`config.mk`:
```
export PLATFORM = sky130hd
export DESIGN_NAME = fetch_ctrl
export DESIGN_NICKNAME = d
export VERILOG_FILES = /design/src/rtl/fetch_pkg.sv /design/src/rtl/fetch_branch_dec.sv /design/src/rtl/fetch_ctrl.sv
export SDC_FILE = /design/constraint.sdc
export NUM_CORES = 1
export LEC_CHECK = 0
export ABC_AREA = 1
export CORE_AREA = 2 2 95 70
export DETAILED_ROUTE_END_ITERATION = 12
export DIE_AREA = 0 0 97 72
export GPL_TIMING_DRIVEN = 0
export PLACE_DENSITY = 0.91
export SYNTH_ARGS = -nofsm -noshare
export SYNTH_HDL_FRONTEND = slang
export SYNTH_SLANG_ARGS = --single-unit
```
`constraint.sdc`:
```
create_clock -name clk -period 1.6 [get_ports clk]
set_input_delay 0.16 -clock clk [delete_from_list [all_inputs] [get_ports clk]]
set_output_delay 0.16 -clock clk [all_outputs]
set_load 0.01 [all_outputs]
```
`src/rtl/fetch_pkg.sv`:
```
// Shared types and constants for the instruction-fetch controller.
// The FETCH_BRANCH_EN macro (see fetch_ctrl.sv) selects whether branch words are decoded.
package fetch_pkg;

  typedef enum logic [2:0] {
    IDLE,
    REQ,
    WAIT,
    DELIVER,
    UPDATE,
    HALT
  } state_e;

  localparam logic [2:0]  BR_OPCODE = 3'b110;
  localparam logic [15:0] HALT_WORD = 16'hFFFF;
  localparam int          BR_IMM_W  = 12;

endpackage

```
`src/rtl/fetch_branch_dec.sv`:
```
// Combinational branch decoder: recognises relative-branch words and extracts direction and distance.
// Instantiated by fetch_ctrl only when FETCH_BRANCH_EN is defined.
module fetch_branch_dec
  import fetch_pkg::*;
#(
  parameter int ADDR_W = 16,
  parameter int DATA_W = 16
) (
  input  logic [DATA_W-1:0] instr,
  output logic              is_branch,
  output logic              dir,
  output logic [ADDR_W-1:0] offset
);

  always_comb begin
    is_branch = (instr[DATA_W-1 -: 3] == BR_OPCODE);
    // dir=0 steps forward (add), dir=1 steps backward (sub).
    dir       = instr[DATA_W-4];
    offset    = ADDR_W'(instr[BR_IMM_W-1:0]);
  end

endmodule

```
`src/rtl/fetch_ctrl.sv`:
```
// Instruction-fetch controller: reads the PC, fetches from memory, hands the word to decode, steps the PC.
// Define FETCH_BRANCH_EN to decode relative branches; otherwise every non-halt word steps with inc.
module fetch_ctrl
  import fetch_pkg::*;
#(
  parameter int ADDR_W = 16,
  parameter int DATA_W = 16
) (
  input  logic              clk,
  input  logic              reset,
  input  logic [ADDR_W-1:0] pc,
  output logic              inc,
  output logic              add,
  output logic              sub,
  output logic [ADDR_W-1:0] offset,
  output logic              mem_req_valid,
  output logic [ADDR_W-1:0] mem_req_addr,
  input  logic              mem_req_ready,
  input  logic              mem_rsp_valid,
  input  logic [DATA_W-1:0] mem_rsp_data,
  output logic              instr_valid,
  output logic [DATA_W-1:0] instr,
  output logic [ADDR_W-1:0] instr_pc,
  input  logic              instr_ready,
  output logic              halted
);

  state_e            state_q, state_d;
  logic [DATA_W-1:0] instr_q, instr_d;
  logic [ADDR_W-1:0] instr_pc_q, instr_pc_d;
  logic [ADDR_W-1:0] req_addr_q, req_addr_d;

  logic              br_hit;
  logic              br_dir;
  logic [ADDR_W-1:0] br_offset;

`ifdef FETCH_BRANCH_EN
  fetch_branch_dec #(
    .ADDR_W (ADDR_W),
    .DATA_W (DATA_W)
  ) u_branch_dec (
    .instr     (instr_q),
    .is_branch (br_hit),
    .dir       (br_dir),
    .offset    (br_offset)
  );
`else
  assign br_hit    = 1'b0;
  assign br_dir    = 1'b0;
  assign br_offset = '0;
`endif

  // NOTE: defaults first, so no path through the case leaves a variable unassigned (no latches).
  always_comb begin
    state_d    = state_q;
    instr_d    = instr_q;
    instr_pc_d = instr_pc_q;
    req_addr_d = req_addr_q;
    case (state_q)
      IDLE: state_d = REQ;
      REQ: begin
        if (mem_req_ready) begin
          req_addr_d = pc;
          state_d    = WAIT;
        end
      end
      WAIT: begin
        // Responses are only honoured here, so stale data after a reset is dropped.
        if (mem_rsp_valid) begin
          instr_d    = mem_rsp_data;
          instr_pc_d = req_addr_q;
          state_d    = DELIVER;
        end
      end
      DELIVER: begin
        if (instr_ready) begin
          state_d = (instr_q == DATA_W'(HALT_WORD)) ? HALT : UPDATE;
        end
      end
      UPDATE:  state_d = REQ;
      HALT:    state_d = HALT;
      default: state_d = IDLE;
    endcase
  end

  // NOTE: sequential state uses <= so every flop samples pre-edge values regardless of statement order.
  always_ff @(posedge clk or negedge reset) begin
    if (!reset) begin
      state_q    <= IDLE;
      instr_q    <= '0;
      instr_pc_q <= '0;
      req_addr_q <= '0;
    end else begin
      state_q    <= state_d;
      instr_q    <= instr_d;
      instr_pc_q <= instr_pc_d;
      req_addr_q <= req_addr_d;
    end
  end

  // Outputs depend only on registered state; pc is passed straight through while requesting.
  always_comb begin
    mem_req_valid = (state_q == REQ);
    mem_req_addr  = (state_q == REQ) ? pc : '0;
    instr_valid   = (state_q == DELIVER);
    instr         = instr_q;
    instr_pc      = instr_pc_q;
    halted        = (state_q == HALT);
    inc           = (state_q == UPDATE) && !br_hit;
    add           = (state_q == UPDATE) && br_hit && !br_dir;
    sub           = (state_q == UPDATE) && br_hit && br_dir;
    offset        = ((state_q == UPDATE) && br_hit) ? br_offset : '0;
  end

endmodule

```
Yosys cells after proc, flatten, opt, wreduce, memory -nomap -nowiden
Index checks and enable logic that the tools add are counted.

Register bits after elaboration: 51. Word-level logic and storage cells: 24. Output and inout port bits: 70. Bits of input ports: 37.

Equal/unequal tests: 9. Muxes and demuxes: 6. Reductions and logical operators: 5.

Operators with widths (count): equality test 16 bit, second input constant (1); two-way mux 16 bit (1); one-hot mux 3 bit (5 select lines) (1); two-way mux 3 bit (3); equality test 3 x 2 -> 1 bit, second input constant (2); equality test 3 bit, second input constant (2); != test 2 x 1 -> 1 bit, second input constant (2); AND reduction 2 bit (2); equality test 3 x 1 -> 1 bit, second input constant (1); logical NOT 3 bit (1); AND reduction 3 bit (1); != test 2 bit, second input constant (1); OR reduction 2 bit (1); two-way mux 1 bit (1).

Longest topological paths before layout
Depth after elaboration: 4. Mapped depth: 8. Gate-level depth less buffers: 7.

Least setup slack after synthesis
Ideal clock, no wire load.

Kind: reg-to-output. Start point: register state_q[2]. End point: output mem_req_addr[10]. Buffers on the path: 1. Stages on the path, launching flop included: 7. Slack: 254 ps. Data required time: 1440 ps. Data arrival time: 1186 ps. Cell sequence: dfrtp_1 -> nor2_2 -> inv_2 -> nor2_4 -> inv_2 -> buf_2 -> nor2_1.

Word-level cells in the longest chain between the ends: 2.

Ends and longest elaborated chain: start: declaration (RTL line fetch_ctrl.sv:28) `state_e state_q, state_d;`; start signal: assignment (RTL line fetch_ctrl.sv:94) `state_q <= state_d;`; equality test 3 x 1 -> 1 bit; named net mem_req_valid (RTL line fetch_ctrl.sv:16) `output logic mem_req_valid,`; two-way mux 16 bit (RTL line fetch_ctrl.sv:104) `mem_req_addr = (state_q == REQ) ? pc : '0;`; end: declaration (RTL line fetch_ctrl.sv:17) `output logic [ADDR_W-1:0] mem_req_addr,`.

The timed path passes the listed nets, and every way through them passes these cells.

Worst setup path in the final report
Start point: register state_q[0]. End point: output mem_req_addr[11].

Word-level cells in the longest chain between the ends: 2.

Ends and longest elaborated chain (RTL line): equality test 3 x 1 -> 1 bit (fetch_ctrl.sv:104); two-way mux 16 bit (fetch_ctrl.sv:104).

Every way passes these cells.

==> impl_results.md <==
* Peak Freq at 612 MHz
* Syn_area_per_cell at 8.79 µm²
* Root Buffer Master: clkbuf_8
* Final Core Density at 60.8%
* Max_cap viols at 0
* Tcrit/Tclk final at 102%
* Drt first pass iters at 4
* Power share of the sequential group at 37.0%
* M3 GR Usage at 5.30%
* Synth Warn # at 0
* HPWL after DPL at 4450 µm
* First-pass GRT wire length at 10000 µm
* CP startpoint kind: flop
* Largest net degree at the start of global routing at 27
* Final hold vios at 0
* Global route total overflow at 0
* DR vias at 2128
* Detailed-route vias per instance at 4.38
* Setup crit end kind: output port
* Latest clock arrival within the worst-skew pair at 0.30 ns
* Post-synthesis register bit count at 51
* DIE AREA at 6980 µm²
* Fin crit period at 1.63 ns
* Sw frac at 38.8%
* Met2 Usage GRT at 31.9%
* R2R depth at 10
* P_sw at 2.33 mW
* Hold depth at 3
* Seq/Total Area, Yosys at 50.6%
* Internal power at 3.68 mW
* Final setup margin at -0.0346 ns
* Area growth, synth to finish at 45.4%
* Leakage power of the design at 1.91 nW
* Worst reg2reg startpoint: state_q[0]
* Critical path class: reg2out
* Skew final at 0.00677 ns
* Hold/Removal Path Class: in2reg
* Post-Route WL at 5760 µm
* CTS buffer count at 5
* Starting Density at 41.8%
* Req. time, crit path at 1.44 ns
* Gr busiest metal: met2
* Unique masters post-synth at 20
* Max Slew Vio Count at 0
* R2R Setup Slk at 0.13 ns
* TritonCTS clock tree: built
* GRT Overall Usage at 17.8%
* Ys flop type: dfrtp_1
* Port-buffer cells at 88
* Max Buffers Root-to-Sink at 2
* PD cells at 1640 nW/µm²
* RSZ-0062 raised after global routing: true
* Setup TNS at -0.0715 ns
* Antenna Nets Post-Route at 0
* # fillers at 522
* First DRT Iteration DRCs at 126
* Worst Hold Launch: mem_rsp_data[8]
* VDD IR max at 737 µV
* Initial antenna violation count at 0
* Mapped Area at 2520 µm²
* WHS at 0.404 ns
* H-tree Lvls at 2
* Reg2reg end: req_addr_q[14]
* Number of global-route vias before repair at 2186
* Met1 Track Usage GR at 21.5%
* Failing checks: setup timing
* IO Count at 107
* CP arrival at 1.47 ns
* Combinational share of power at 51.1%
* Hold endpoint: instr[8]
* Post-route total power at 6.01 mW
* Final setup viols at 7
* Clock-pin slew on the worst setup and hold paths at 0.09 ns
* Die Height at 72 µm
* # rows at 24
* Worst Tran Pin Value at 0.602 ns
* Final net count at 444
* Crit Path Max Fanout at 10
* Relative slew margins at 59.9%
* Core Area at 6040 µm²
* Clock power share at 11.9%
* CTS Sinks at 51
* RePlAce Congestion at 0.816
* Async SR Flop Fraction at 100%
* Post-synth EDFFs at 0
* DR DRC count at 0
* Post-Place Setup Slack at -0.317 ns
* Outcome: finished with violations
* Share of layout cells above drive strength 1 at 27.5%
* Antenna Cells at 0
* Drt wl/cell at 11.9 µm
* Mapped Cells at 287
* Die width at 97 µm
-- layout make-up --
type / instances / area [µm²] / area share, %
plain buffers: 28 / 235 / 6.41
well taps: 78 / 97.6 / 2.66
flip-flops and latches: 51 / 1280 / 34.9
clock inverters: 2 / 12.5 / 0.341
inverters: 58 / 220 / 6.00
clock buffers: 6 / 72.6 / 1.98
repair buffers: 96 / 862 / 23.5
multi-input cells: 167 / 890 / 24.2
-- power by group through the flow --
stage          sequential (mW)  combinational, mW  clock [mW]
2_1_floorplan             2.35               1.50           0
4_1_cts                   2.22               3.06       0.735
5_1_grt                   2.30               3.41       0.807
3_3_place_gp              2.22               2.95           0
3_5_place_dp              2.25               3.05           0
6_report                  2.23               3.07       0.713
-- repair_timing --
item,in CTS,in global routing
setup endpoints to repair,20,18
buffers inserted,5,1
pin swaps,2,2
hold buffers,1,0
resized for setup,76,7
hold endpoints to repair,25,0
-- cell usage after synthesis, types with 2 or more instances --
library cell   n  share of area, %
buf_2          4              0.79
buf_4         18               5.4
buf_6          6               2.7
dfrtp_1       51                51
inv_1         54               8.0
inv_2          4              0.60
nand2_1       63               9.4
nand3_1        4              0.79
nor2_1        23               3.4
nor2_2         2              0.50
nor2_4         2              0.89
nor3_1         2              0.40
o21ai_1       13               2.6
o21ai_2       35                12
-- worst max-delay path: stages, from the launching register on --
cell	delay [ns]
dfrtp_1	0.37
inv_2	0.06
nor2_4	0.11
inv_2	0.06
nor2_4	0.12
inv_4	0.08
buf_8	0.15
nor2_1	0.10
buf_2	0.14
-- worst max path at each step --
stage                     startpoint          endpoint  slack (ns)  depth (start not counted)
after global placement         reset     req_addr_q[4]       -1.02                          1
after floorplan           state_q[2]  mem_req_addr[10]        0.25                          6
after detailed placement  state_q[2]  mem_req_addr[11]       -0.32                          7
after global routing      state_q[0]  mem_req_addr[12]       -0.15                          8
final                     state_q[0]  mem_req_addr[11]       -0.03                          8
after CTS                 state_q[0]  mem_req_addr[11]       -0.08                          8
-- routing by layer --
| metal | wire [µm] | up-vias |
|---|---|---|
| li1 | - | 1063 |
| met1 | 2430 | 982 |
| met2 | 2860 | 73 |
| met3 | 395 | 10 |
| met4 | 76 | 0 |
| met5 | 0 | - |
-- stage by stage --
step	cells	cell area, µm²
after global routing	486	3670
after detailed placement	471	3580
final	486	3670
after floorplan	304	2590
after CTS	485	3650
after global placement	470	3560
-- layout by cell type (no fill, tap or decap), drive strengths merged --
cell / n
o21ai: 48
clkinvlp: 1
dlygate4sd2: 3
nor2: 27
nand2: 64
o21bai: 1
clkbuf: 8
a21oi: 1
clkdlybuf4s50: 67
dlygate4sd3: 1
inv: 58
buf: 51
clkinv: 1
dfrtp: 51
a31oi: 1
nand3: 5
nor3: 2
conb: 18
-- state kept, by name (all words and copies together), names as in the netlist --
signal and flops:
req_addr_q 16, instr_pc 16, instr 16, state_q 3
-- cell families (layout without fill, tap and decap cells) --
family,Yosys count,after routing,share of synthesized area [%]
and+or+nand+nor,98,98,16.3
buffers and inverters,86,190,17.5
AOI/OAI and AO/OA,51,51,15.5
DFF,51,51,50.6
other,1,18,0.149
Power figures use the tool's default switching activity.
